$ cat src/rtl/zxw_io_responder_v_pkg.sv
// Shared I/O address map for the responder and the CPU's data-bus decode.
package zxw_io_responder_v_pkg;

    localparam logic [7:0] IO_DHR  = 8'hFF;
    localparam logic [7:0] IO_DLR  = 8'hFE;
    localparam logic [7:0] IO_SW   = 8'hFD;
    localparam logic [7:0] IO_PB   = 8'hFC;
    localparam logic [5:0] IO_BASE = 6'b111111;

    function automatic logic io_is_hit(input logic [7:0] addr);
        return addr[7:2] == IO_BASE;
    endfunction

endpackage

$ cat src/rtl/zxw_debounce_v.sv
// Single-bit 2-flop synchroniser plus counter debouncer with one-cycle edge pulses.
module zxw_debounce_v #(
    parameter int unsigned DB_CYCLES   = 16,
    parameter int unsigned DB_W        = 16,
    parameter logic        RESET_LEVEL = 1'b0
) (
    input  logic clk,
    input  logic rst_n,
    input  logic pin_i,
    output logic level_o,
    output logic rise_o,
    output logic fall_o
);

    localparam logic [DB_W-1:0] CNT_LAST = DB_W'(DB_CYCLES - 1);
    localparam logic [DB_W-1:0] CNT_ONE  = DB_W'(1);
    localparam logic [DB_W-1:0] CNT_MAX  = {DB_W{1'b1}};

    logic            sync1_q, sync2_q;
    logic            level_q, level_d;
    logic [DB_W-1:0] cnt_q, cnt_d;

    // A zero count means STABLE; any nonzero count means a change is PENDING.
    always_comb begin
        level_d = level_q;
        cnt_d   = '0;
        if (sync2_q != level_q) begin
            if (cnt_q == CNT_LAST) begin
                level_d = sync2_q;
            end else if (cnt_q != CNT_MAX) begin
                cnt_d = cnt_q + CNT_ONE;
            end else begin
                cnt_d = cnt_q;
            end
        end
    end

    // Pulses are combinational so the consumer can act on the same edge the level moves.
    assign rise_o  = level_d & ~level_q;
    assign fall_o  = ~level_d & level_q;
    assign level_o = level_q;

    always_ff @(posedge clk or negedge rst_n) begin
        if (!rst_n) begin
            sync1_q <= RESET_LEVEL;
            sync2_q <= RESET_LEVEL;
            level_q <= RESET_LEVEL;
            cnt_q   <= '0;
        end else begin
            sync1_q <= pin_i;
            sync2_q <= sync1_q;
            level_q <= level_d;
            cnt_q   <= cnt_d;
        end
    end

endmodule

$ cat src/rtl/zxw_io_responder_v.sv
// Data-bus target for 0xFC-0xFF: display registers, debounced switches, sticky button flags.
module zxw_io_responder_v
    import zxw_io_responder_v_pkg::*;
#(
    parameter int unsigned DB_CYCLES     = 16,
    parameter int unsigned DB_W          = 16,
    parameter bit          PB_ACTIVE_LOW = 1'b1
) (
    input  logic       Clock_pin,
    input  logic       Resetn_pin,
    input  logic [7:0] io_addr,
    input  logic [3:0] io_wdata,
    input  logic       io_wr,
    input  logic       io_rd,
    output logic [3:0] io_rdata,
    output logic       io_hit,
    input  logic [3:0] SW_pin,
    input  logic [3:0] PB_pin,
    output logic [3:0] DHR_pin,
    output logic [3:0] DLR_pin
);

    localparam logic PB_RELEASED = PB_ACTIVE_LOW ? 1'b1 : 1'b0;

    logic [3:0] sw_level, sw_rise, sw_fall;
    logic [3:0] pb_level, pb_rise, pb_fall;
    logic [3:0] pb_press;
    logic       unused_dbg;

    for (genvar i = 0; i < 4; i++) begin : g_sw
        zxw_debounce_v #(
            .DB_CYCLES  (DB_CYCLES),
            .DB_W       (DB_W),
            .RESET_LEVEL(1'b0)
        ) u_sw_db (
            .clk    (Clock_pin),
            .rst_n  (Resetn_pin),
            .pin_i  (SW_pin[i]),
            .level_o(sw_level[i]),
            .rise_o (sw_rise[i]),
            .fall_o (sw_fall[i])
        );
    end

    for (genvar i = 0; i < 4; i++) begin : g_pb
        zxw_debounce_v #(
            .DB_CYCLES  (DB_CYCLES),
            .DB_W       (DB_W),
            .RESET_LEVEL(PB_RELEASED)
        ) u_pb_db (
            .clk    (Clock_pin),
            .rst_n  (Resetn_pin),
            .pin_i  (PB_pin[i]),
            .level_o(pb_level[i]),
            .rise_o (pb_rise[i]),
            .fall_o (pb_fall[i])
        );
    end

    assign pb_press   = PB_ACTIVE_LOW ? pb_fall : pb_rise;
    assign unused_dbg = ^{sw_rise, sw_fall, pb_level};

    logic [3:0] dhr_q, dhr_d;
    logic [3:0] dlr_q, dlr_d;
    logic [3:0] flags_q, flags_d;
    logic [3:0] flag_clr;
    logic       wr_en;

    // io_wr/io_rd are single-cycle strobes qualified by io_addr; the target never
    // stalls, so a strobe is consumed at the edge it is sampled and read data is
    // valid combinationally in the same cycle.
    always_comb begin
        io_hit   = io_is_hit(io_addr);
        wr_en    = io_wr & io_hit;
        dhr_d    = dhr_q;
        dlr_d    = dlr_q;
        flag_clr = 4'h0;
        if (wr_en && io_addr == IO_DHR) dhr_d = io_wdata;
        if (wr_en && io_addr == IO_DLR) dlr_d = io_wdata;
        if (io_rd && io_addr == IO_PB) flag_clr = 4'hF;
        if (wr_en && io_addr == IO_PB) flag_clr = flag_clr | io_wdata;
        // Set after clear so a press landing on a clearing access is kept.
        flags_d = (flags_q & ~flag_clr) | pb_press;
    end

    always_comb begin
        io_rdata = 4'h0;
        case (io_addr)
            IO_DHR:  io_rdata = dhr_q;
            IO_DLR:  io_rdata = dlr_q;
            IO_SW:   io_rdata = sw_level;
            IO_PB:   io_rdata = flags_q;
            default: io_rdata = 4'h0;
        endcase
    end

    always_ff @(posedge Clock_pin or negedge Resetn_pin) begin
        if (!Resetn_pin) begin
            dhr_q   <= 4'h0;
            dlr_q   <= 4'h0;
            flags_q <= 4'h0;
        end else begin
            dhr_q   <= dhr_d;
            dlr_q   <= dlr_d;
            flags_q <= flags_d;
        end
    end

    assign DHR_pin = dhr_q;
    assign DLR_pin = dlr_q;

endmodule

$ cat config.mk
export PLATFORM = sky130hd
export DESIGN_NAME = zxw_io_responder_v
export DESIGN_NICKNAME = d
export VERILOG_FILES = /design/src/rtl/zxw_io_responder_v_pkg.sv /design/src/rtl/zxw_debounce_v.sv /design/src/rtl/zxw_io_responder_v.sv
export SDC_FILE = /design/constraint.sdc
export NUM_CORES = 1
export LEC_CHECK = 0
export CORE_UTILIZATION = 35
export DETAILED_ROUTE_END_ITERATION = 16
export PLACE_DENSITY = 0.52
export SLEW_MARGIN = 20
export SYNTH_ARGS = -nofsm -noshare
export SYNTH_HDL_FRONTEND = slang
export SYNTH_HIERARCHICAL = 1
export SYNTH_SLANG_ARGS = --single-unit
$ cat constraint.sdc
create_clock -name Clock_pin -period 2.8 [get_ports Clock_pin]
set_input_delay 0.28 -clock Clock_pin [delete_from_list [all_inputs] [get_ports Clock_pin]]
set_output_delay 0.28 -clock Clock_pin [all_outputs]
set_load 0.1 [all_outputs]
Word-level counts from Yosys, hierarchy flattened
Index checks and enable logic that the tools add are counted.
{ "classes": {"n_addsub": 8, "eq_ne": 37, "mux": 35, "bitwise": 13, "reduce_logical": 8} }
{ "op_table": {"columns": ["op", "n"], "rows": [
  ["16-bit two-way mux", 24],
  ["16-bit by 1-bit adder with 16-bit output, second input constant", 8],
  ["16-bit by 4-bit == test with 1-bit output, second input constant", 8],
  ["16-bit inequality test, second input constant", 8],
  ["8-bit == test, second input constant", 4],
  ["3-bit inequality test, second input constant", 8],
  ["4-bit one-hot mux with 4 select lines", 1],
  ["1-bit two-way mux", 8],
  ["4-bit two-way mux", 2],
  ["1-bit inequality test", 8],
  ["4-bit bitwise OR", 2],
  ["2-bit AND reduction", 4],
  ["6-bit == test, second input constant", 1],
  ["1-bit AND", 5],
  ["4-bit AND", 1],
  ["1-bit logical AND", 4],
  ["1-bit NOT", 4],
  ["4-bit NOT", 1]
]} }
{ "word_totals": {"register_bits": 164, "in_bits": 24, "out_inout_bits": 13, "wordCells": 136} }

Depth between registers and ports, before layout
Gate-level depths: netlist of run 1.
{ "depth": {"depth_word": 8, "mapped_depth": 6, "depth_no_buf": 6} }

By module
Netlist of run 1, hierarchy kept.
{ "modules_own_cells": {"columns": ["module", "n_inst", "cells_each", "area_each_um2", "seq_area_each_um2"], "rows": [
  ["zxw_debounce_v (g_pb[0].u_pb_db ...)", 4, 104, 1009.7, 479.2],
  ["zxw_debounce_v (g_sw[0].u_sw_db ...)", 4, 104, 1006.0, 475.5],
  ["zxw_io_responder_v", 1, 53, 686.9, 300.3]
]} }

Least setup slack after synthesis of run 1
OpenSTA, ideal clock, no wires.
{ "synth_timing": {"path_kind": "input to output", "start": "input port io_addr[7]", "end": "output port io_rdata[0]", "arrival_time_ps": 2707, "t_required_ps": 2520, "path_slack_ps": -187, "stages": 3, "path_buffers": 0, "path_cell_list": "nand4_4 > nor2_1 > and2_1"} }
{ "synth_between": {"elab_chain_cells": 2, "elab_cells_between_ends": 5, "classes_between": "eq/ne: 4; mux: 1"} }
{ "synth_lines": {"columns": ["item", "line", "rtl"], "rows": [
  ["from (decl)", "zxw_io_responder_v.sv:11", "input logic [7:0] io_addr,"],
  ["8-bit == test", "zxw_io_responder_v.sv:88", "case (io_addr)"],
  ["4-bit one-hot mux with 4 select lines *", "zxw_io_responder_v.sv:88", null],
  ["to (decl)", "zxw_io_responder_v.sv:15", "output logic [3:0] io_rdata,"]
]} }
Mark *: on every way between the ends. The rest lies on a longest branch, timed or not.

Final worst setup path of run 1
{ "layout_timing": {"start": "input port io_addr[0]", "end": "output port io_rdata[2]"} }
Same word-level chain as after synthesis.

==> impl_metrics.py, run 1 <==
metrics = {
    "cts": {
        "post_cts.resized_instances": 0,
        "clk_latency_ps": 420,
        "cts-buffers-inserted": 17,
        "clk_root_buf": "sky130_fd_sc_hd__clkbuf_16",
        "clk_pin_slew_worst_paths_ps": 60,
        "clock-sinks": 164,
        "tritoncts": "done",
        "post_cts_buffers": 0,
        "clockBufferDepth": 2,
        "h-tree-depth": 4,
    },
    "timing": {
        "clock.fmax_mhz": 424,
        "holdWs_ps": 266,
        "period_minus_slack_ps": 2360,
        "rsz_0062_raised_after_global_routing": "false",
        "post-route-period-util_pct": 84.3,
        "final-setup-viol-count": 0,
        "final_hold_viol_count": 0,
        "finalSetupTns_ps": 0,
        "drv_slew": 0,
        "tightest_pin_transition_ps": 713,
        "slew_headroom_pct": 52.0,
        "clock-skew-final_ps": 11.6,
    },
    "worst_setup_path": {
        "cp-start-kind": "input port",
        "critical_path_class": "in2out",
        "r2r_slack_ps": 490,
        "cp_data_arrival_time_ps": 2080,
        "crit_path_cell_trace": "clkdlybuf4s50_1, mux4_1, and2_1, buf_12",
        "setup.worst_path.end_class": "output pin",
        "critical_path.max_fanout": 6,
        "required_ps": 2520,
        "crit_path_max_incr_delay_ps": 770,
        "cpMaxStageDelayCell": "sky130_fd_sc_hd__clkdlybuf4s50_1",
    },
    "run_status": {
        "outcome": "finished, final reports clean",
    },
    "global_route": {
        "global_route.overflow_total": 0,
        "grt_max_degree": 55,
        "grt_use_total_pct": 17.2,
        "antenna_found_initial": 0,
        "first_global_vias": 6955,
        "first_pass_grt_wire_length_um": 35600,
    },
    "finish": {
        "final_area_sq_um": 10300,
        "synthToLayoutAreaGrowth_pct": 18.5,
        "layout-drive-gt1-share_pct": 14.6,
        "fill_cells": 2343,
        "final_net_count": 974,
        "most-common-layout-cells": "sky130_fd_sc_hd__dfrtp_1, sky130_fd_sc_hd__nand3_1, sky130_fd_sc_hd__nor3_1, sky130_fd_sc_hd__o21ai_0, sky130_fd_sc_hd__a21oi_1",
        "layout.cells.most_common": "sky130_fd_sc_hd__dfrtp_1",
        "antenna_cells": 0,
        "layoutNonFillerInstCount": 1279,
    },
    "min_path": {
        "worst_hold_path_type": "in2reg",
    },
    "floorplanning": {
        "placementRows": 57,
        "floorplan.die.width_um": 159,
        "design.die.area_sq_um": 25400,
        "die_height_um": 159,
        "core-area_sq_um": 24300,
        "floorplan.initialDensity_pct": 35.6,
        "io_pins": 37,
    },
    "place": {
        "routabilityCongestion": 0.806,
        "place.port_buffers": 36,
        "numPlacedInstances": 1246,
        "detailed_place_hpwl_um": 14600,
        "placed_cell_area_sq_um": 9610,
    },
    "detailed_routing": {
        "route.detailed.drc": 0,
        "post_drt_wl_per_cell_um": 16.1,
        "ant_nets_after_route": 0,
        "detailroute.via_count": 7287,
        "vias_per_cell": 5.70,
        "drtIter0Drc": 541,
        "first_pass_iters": 8,
        "drt-total-wl_um": 20600,
    },
    "logic_synthesis": {
        "post_synth_instance_area_sq_um": 8660,
        "post_synth.cell_area_avg_sq_um": 9.92,
        "synth.yosys.warnings": 6,
        "postSynthCellCount": 873,
        "postSynthNetCount": 905,
    },
    "pwr": {
        "power_leakage_nw": 3.99,
        "worst_ir_drop_vdd_mv": 0.297,
        "p_per_area_nw_per_um2": 516,
    },
    "flow_run": {
        "number_of_max_capacitance_violations_reported": 0,
    },
}
==> power by group <==
group	switching [mW]	internal [mW]
clock	0.930	1.59
combinational	0.185	0.112
sequential	0.0551	2.43
==> through the flow <==
step                      setup WS [ps]  power, mW  utilization (%)
after detailed placement            429       2.83             39.5
after floorplan                     336       2.66                -
after global routing                281       5.52             42.2
after CTS                           427       5.38             42.2
after global placement              422       2.82             39.5
final                               439       5.30             42.2
==> registers in the layout (all words and copies together), names as in the netlist <==
name,cells
g_pb.u_pb_db/cnt_q,64
g_pb.u_pb_db/sync1_q,4
g_sw.u_sw_db/cnt_q,64
g_pb.u_pb_db/level_o,4
g_sw.u_sw_db/sync2_q,4
flags_q,4
DLR_pin,4
g_sw.u_sw_db/level_o,4
DHR_pin,4
g_pb.u_pb_db/sync2_q,4
g_sw.u_sw_db/sync1_q,4
==> cell type report <==
type / count / area [sq um] / share of cell area, %
Clock buffer: 24 / 492 / 4.79
Clock inverter: 8 / 146 / 1.43
Inverter: 17 / 63.8 / 0.622
Multi-Input combinational cell: 683 / 4440 / 43.3
Sequential cell: 164 / 4120 / 40.1
Tap cell: 324 / 405 / 3.95
Timing Repair Buffer: 59 / 592 / 5.77
==> repair_timing <==
item                                    CTS  global route
hold buffers                              1             0
endpoints found under the setup margin    0             0
endpoints found under the hold margin    42             0
==> worst max-delay path: cells and delay by family <==
family	cells	cell delay (ps)
buffers and inverters	2	960
AND/OR/NAND/NOR	1	230
multiplexers	1	600
==> metal layers <==
layer  part of all wire (%)  up-vias  global-route usage, %
met2                     47       94                   27.3
met3                    3.2        7                   3.41
met1                     50     3542                   24.1
li1                       -     3644                      -
met5                      0        -                      0
met4                   0.57        0                   4.20
==> path summary, 6_finish.rpt <==
| check | from | to | depth (start not counted) |
|---|---|---|---|
| worst max register to register | g_pb[2].u_pb_db/cnt_q[0]$_DFFE_PN0P_ | flags_q[2]$_DFF_PN0_ | 6 |
| min in group asynchronous | Resetn_pin | g_pb[3].u_pb_db/cnt_q[2]$_DFFE_PN0P_ | 2 |
| max in group asynchronous | Resetn_pin | g_pb[2].u_pb_db/level_o$_DFF_PN1_ | 3 |
| worst min register to register | g_sw[0].u_sw_db/sync1_q$_DFF_PN0_ | g_sw[0].u_sw_db/sync2_q$_DFF_PN0_ | 0 |
| worst min-delay path | PB_pin[2] | g_pb[2].u_pb_db/sync1_q$_DFF_PN1_ | 1 |
| worst max-delay path | io_addr[0] | io_rdata[2] | 4 |
Note: power is estimated with default switching activity, not from simulation.
==> run 2, diff against run 1 <==
clock period = 2.2 ns   (was 2.8 ns; I/O delays follow)
==> impl_metrics.py, run 2 (synthesis gave the netlist of run 1 again) <==
metrics = {
    "worst_setup_path": {
        "cp-start-kind": "flip-flop",
        "cp_data_arrival_time_ps": 2460,
        "cpMaxStageDelayCell": "sky130_fd_sc_hd__or4_4",
        "crit_path_cell_trace": "or4_4, or4_4, nor3b_1, nor2_1, a21oi_1",
        "path_delay_family": "simple AND/OR/NAND/NOR gates",
        "setup.worst_path.end_class": "flip-flop",
        "cp_common_cell": "sky130_fd_sc_hd__or4_4",
        "critical_path_buf_inv_count": 0,
        "crit_path_max_incr_delay_ps": 560,
        "required_ps": 2550,
        "critical_path.max_fanout": 7,
        "critical_path_class": "reg2reg",
    },
    "global_route": {
        "global_route.overflow_total": 0,
        "grt_max_degree": 46,
        "first_pass_grt_wire_length_um": 37500,
        "antenna_found_initial": 0,
        "first_global_vias": 7405,
        "grt_use_total_pct": 17.9,
    },
    "pwr": {
        "power_mw": 6.44,
        "worst_ir_drop_vdd_mv": 0.473,
        "power_leakage_nw": 4.28,
        "p_per_area_nw_per_um2": 602,
    },
    "timing": {
        "tightest_pin_transition_ps": 622,
        "period_minus_slack_ps": 2100,
        "finalSetupTns_ps": 0,
        "slew_headroom_pct": 58.1,
        "rsz_0062_raised_after_global_routing": "false",
        "drv_slew": 0,
        "clock.fmax_mhz": 475,
        "final-setup-viol-count": 0,
        "clock-skew-final_ps": 9.21,
        "post-route-period-util_pct": 95.6,
        "final_hold_viol_count": 0,
    },
    "finish": {
        "final_net_count": 1034,
        "antenna_cells": 0,
        "largest_regs": "g_pb.u_pb_db/cnt_q: 64 flops, g_sw.u_sw_db/cnt_q: 64 flops",
        "most-common-layout-cells": "sky130_fd_sc_hd__dfrtp_1, sky130_fd_sc_hd__buf_4, sky130_fd_sc_hd__nand3_1, sky130_fd_sc_hd__o21ai_0, sky130_fd_sc_hd__nor3_1",
        "fill_cells": 2373,
        "layout-drive-gt1-share_pct": 20.7,
        "layout.cells.most_common": "sky130_fd_sc_hd__dfrtp_1",
        "synthToLayoutAreaGrowth_pct": 23.7,
        "layoutNonFillerInstCount": 1339,
    },
    "detailed_routing": {
        "post_drt_wl_per_cell_um": 15.8,
        "drtIter0Drc": 470,
        "ant_nets_after_route": 0,
        "route.detailed.drc": 0,
        "drt-total-wl_um": 21200,
        "vias_per_cell": 5.65,
        "detailroute.via_count": 7571,
        "first_pass_iters": 5,
    },
    "floorplanning": {
        "placementRows": 57,
        "design.die.area_sq_um": 25400,
        "floorplan.initialDensity_pct": 35.6,
        "die_height_um": 159,
        "io_pins": 37,
        "core-area_sq_um": 24300,
        "floorplan.die.width_um": 159,
    },
    "cts": {
        "cts-buffers-inserted": 17,
        "clk_root_buf": "sky130_fd_sc_hd__clkbuf_16",
        "clk_pin_slew_worst_paths_ps": 70,
        "clk_latency_ps": 420,
        "clockBufferDepth": 2,
        "clock-sinks": 164,
        "h-tree-depth": 4,
        "tritoncts": "done",
        "post_cts_buffers": 0,
    },
    "place": {
        "numPlacedInstances": 1306,
        "routabilityCongestion": 0.806,
        "detailed_place_hpwl_um": 15100,
        "place.port_buffers": 36,
    },
    "min_path": {
        "worst_hold_path_type": "in2reg",
    },
    "run_status": {
        "outcome": "finished, final reports clean",
    },
    "flow_run": {
        "number_of_max_capacitance_violations_reported": 0,
    },
}
-- run 2: cell types whose count changed in the layout (fill, tap and decap cells not counted), moves of 3 or more --
cell                         before  now
sky130_fd_sc_hd__clkinvlp_4       1    5
sky130_fd_sc_hd__and2_2           0    4
sky130_fd_sc_hd__and2_1           4    0
sky130_fd_sc_hd__bufinv_16        4    1
sky130_fd_sc_hd__buf_4           28   86
-- run 2: cell type report --
| cell class | count | area (sq um) | area share [%] |
|---|---|---|---|
| clock buffers | 21 | 470 | 4.39 |
| clock inverters | 11 | 104 | 0.970 |
| inverters | 17 | 63.8 | 0.596 |
| multi-input cells | 683 | 4480 | 41.8 |
| flip-flops and latches | 164 | 4120 | 38.5 |
| well taps | 324 | 405 | 3.78 |
| repair buffers | 119 | 1070 | 9.96 |
-- run 2: worst paths after layout --
kind / from / end / slack, ps / cells after the start
worst max-delay path: g_pb[0].u_pb_db/cnt_q[8]$_DFFE_PN0P_ / flags_q[0]$_DFF_PN0_ / 100 / 5
worst min-delay path: PB_pin[3] / g_pb[3].u_pb_db/sync1_q$_DFF_PN1_ / 200 / 1
worst max register to register: g_pb[0].u_pb_db/cnt_q[8]$_DFFE_PN0P_ / flags_q[0]$_DFF_PN0_ / 100 / 5
worst min register to register: g_sw[2].u_sw_db/sync1_q$_DFF_PN0_ / g_sw[2].u_sw_db/sync2_q$_DFF_PN0_ / 360 / 0
max in group asynchronous: Resetn_pin / g_pb[0].u_pb_db/sync1_q$_DFF_PN1_ / 1240 / 3
min in group asynchronous: Resetn_pin / g_pb[2].u_pb_db/cnt_q[5]$_DFFE_PN0P_ / 300 / 2
-- run 2: timing repair --
action	4_1_cts	5_1_grt
gates resized for setup	0	4
hold buffers	1	0
endpoints found under the hold margin	37	0
setup endpoints to repair	0	5
-- run 2: through the flow --
step	hold slack [ps]	util (%)	setup slack, ps	instance area (sq um)
6_report	201	44.0	95.7	10700
5_1_grt	184	44.0	2.57	10700
4_1_cts	182	44.0	92.8	10700
3_5_place_dp	198	41.6	107	10100
3_3_place_gp	189	41.6	110	10100
2_1_floorplan	-75.6	-	218	8670
-- run 2: report_power, final --
group	total, mW	switching, mW	internal (mW)
clock network	2.89	1.24	1.65
registers	3.15	0.0641	3.09
logic	0.401	0.245	0.156
-- run 2: metal layers --
metal  vias up  global-route usage, %  wire [um]
met1      3676                   25.3      10600
met3        16                   2.92        541
met5         -                      0          0
li1       3764                      -          -
met4         0                   5.33        243
met2       115                   28.1       9740
-- run 2: worst reg2reg max path, stage by stage, from the launching register on --
cell and delay, ps:
sky130_fd_sc_hd__dfrtp_1 450, sky130_fd_sc_hd__or4_4 560, sky130_fd_sc_hd__or4_4 510, sky130_fd_sc_hd__nor3b_1 300, sky130_fd_sc_hd__nor2_1 90, sky130_fd_sc_hd__a21oi_1 140
==> patch: new RTL, config.mk and constraints of run 2 <==
`DB_W` is set to 16 in 2 places; all go to 18.
--- a/src/rtl/zxw_debounce_v.sv
+++ b/src/rtl/zxw_debounce_v.sv
@@ -3,3 +3,3 @@
     parameter int unsigned DB_CYCLES   = 16,
-    parameter int unsigned DB_W        = 16,
+    parameter int unsigned DB_W        = 18,
     parameter logic        RESET_LEVEL = 1'b0
--- a/src/rtl/zxw_io_responder_v.sv
+++ b/src/rtl/zxw_io_responder_v.sv
@@ -5,3 +5,3 @@
     parameter int unsigned DB_CYCLES     = 16,
-    parameter int unsigned DB_W          = 16,
+    parameter int unsigned DB_W          = 18,
     parameter bit          PB_ACTIVE_LOW = 1'b1
Function: no difference found for any inputs over 10 cycles, from zero or initial values and one cycle with Resetn_pin low; that may be too few to reach the edited logic, so the function may still have changed.
==> patch against run 2 <==
Sequential cell count grew 16; synthesized area grew 18%; total power grew 9.0%; count of clock-buffer cells in the layout is 2 lower; utilization decreased by 3.1 points; sequential share of layout area is 0.11 points lower; clock skew hardly changed; routed wire length is 18% higher; setup slack improved by 0.048 ns; final area up 10%; combinational power up 7.7%; critical endpoint is now io_rdata[0]; largest cell class unchanged.
==> patch: results (changes against run 2) <==
* Status: complete, no violations (unchanged)
* # fillers at 2804 (was 2373)
* Worst Hold End: g_pb[0].u_pb_db/sync1_q (was g_pb[3].u_pb_db/sync1_q)
* Peak supply drop at 0.531 mV (was 0.473 mV)
* CP top delay family: buffers and inverters (was simple AND/OR/NAND/NOR gates)
* Post-Route WL at 25000 µm (was 21200 µm)
* Worst R2R Start: g_pb[3].u_pb_db/cnt_q[0] (was g_pb[0].u_pb_db/cnt_q[8])
* Initial antenna violation count at 1 (was 0)
* Vias in the first global route at 8178 (was 7405)
* Largest regs: g_pb.u_pb_db/cnt_q (72), g_sw.u_sw_db/cnt_q (72) (was g_pb.u_pb_db/cnt_q (64), g_sw.u_sw_db/cnt_q (64))
* Register-to-Register Path Depth at 7 (was 5)
* Total track usage at 17.4% (was 17.9%)
* RR Endpoint: flags_q[3] (was flags_q[0])
* CP max stage cell: mux4_1 (was or4_4)
* Layout cells sized above 1 at 13.0% (was 20.7%)
* Final WS setup at 0.144 ns (was 0.0957 ns)
* Global-route wire length before repair at 42400 µm (was 37500 µm)
* Via/cell ratio at 5.59 (was 5.65)
* Post-layout nets at 1160 (was 1034)
* Minimum hold slack at 0.178 ns (was 0.201 ns)
* Post-DP HPWL at 17600 µm (was 15100 µm)
* DR iter-0 viols at 600 (was 470)
* Max_slew headroom at 62.7% (was 58.1%)
* Hold_sp: PB_pin[0] (was PB_pin[3])
* Met2 Usage GRT at 27.3% (was 28.1%)
==> patch: cell type report <==
class / count / area, µm² / share of cell area, %
clock buffers: 19 / 443 / 3.76
clock inverters: 13 / 150 / 1.27
inverters: 26 / 97.6 / 0.828
multi-input cells: 836 / 5430 / 46.1
flip-flops and latches: 180 / 4520 / 38.3
well taps: 384 / 480 / 4.08
repair buffers: 67 / 667 / 5.66
==> patch: metal layers <==
metal	wire [µm]	part of all wire [%]	up-vias
met5	13	0.052	-
met4	314	1.3	2
met3	621	2.5	17
met2	11500	46	106
met1	12600	50	4154
li1	-	-	4247
==> patch: through the flow <==
step	std cells	total power (W)
floorplan	1081	0.00372
global placement	1492	0.00395
detailed placement	1492	0.00395
CTS	1525	0.00715
global route	1525	0.00733
finish	1525	0.00702
==> patch: timing repair <==
item	in CTS	in global routing
setup buffers	0	0
hold buffers	1	0
endpoints found under the hold margin	146	0
==> patch: worst max-delay path by stage <==
stage,startpoint,to,cells past startpoint
floorplan,DLR_pin[0],io_rdata[0],2
global placement,io_addr[0],io_rdata[0],5
detailed placement,io_addr[0],io_rdata[0],5
CTS,g_sw[0].u_sw_db/level_o,io_rdata[0],3
global route,g_pb[3].u_pb_db/cnt_q[0],flags_q[3],7
finish,io_addr[0],io_rdata[0],5
==> patch: power by group <==
part	leakage, nW	internal [W]	switching (W)	total [W]
Sequential	2.41	0.00338	0.0000718	0.00345
Clock	0.278	0.00172	0.00142	0.00314
Combinational	1.92	0.000158	0.000274	0.000432
Total	4.62	0.00526	0.00176	0.00702
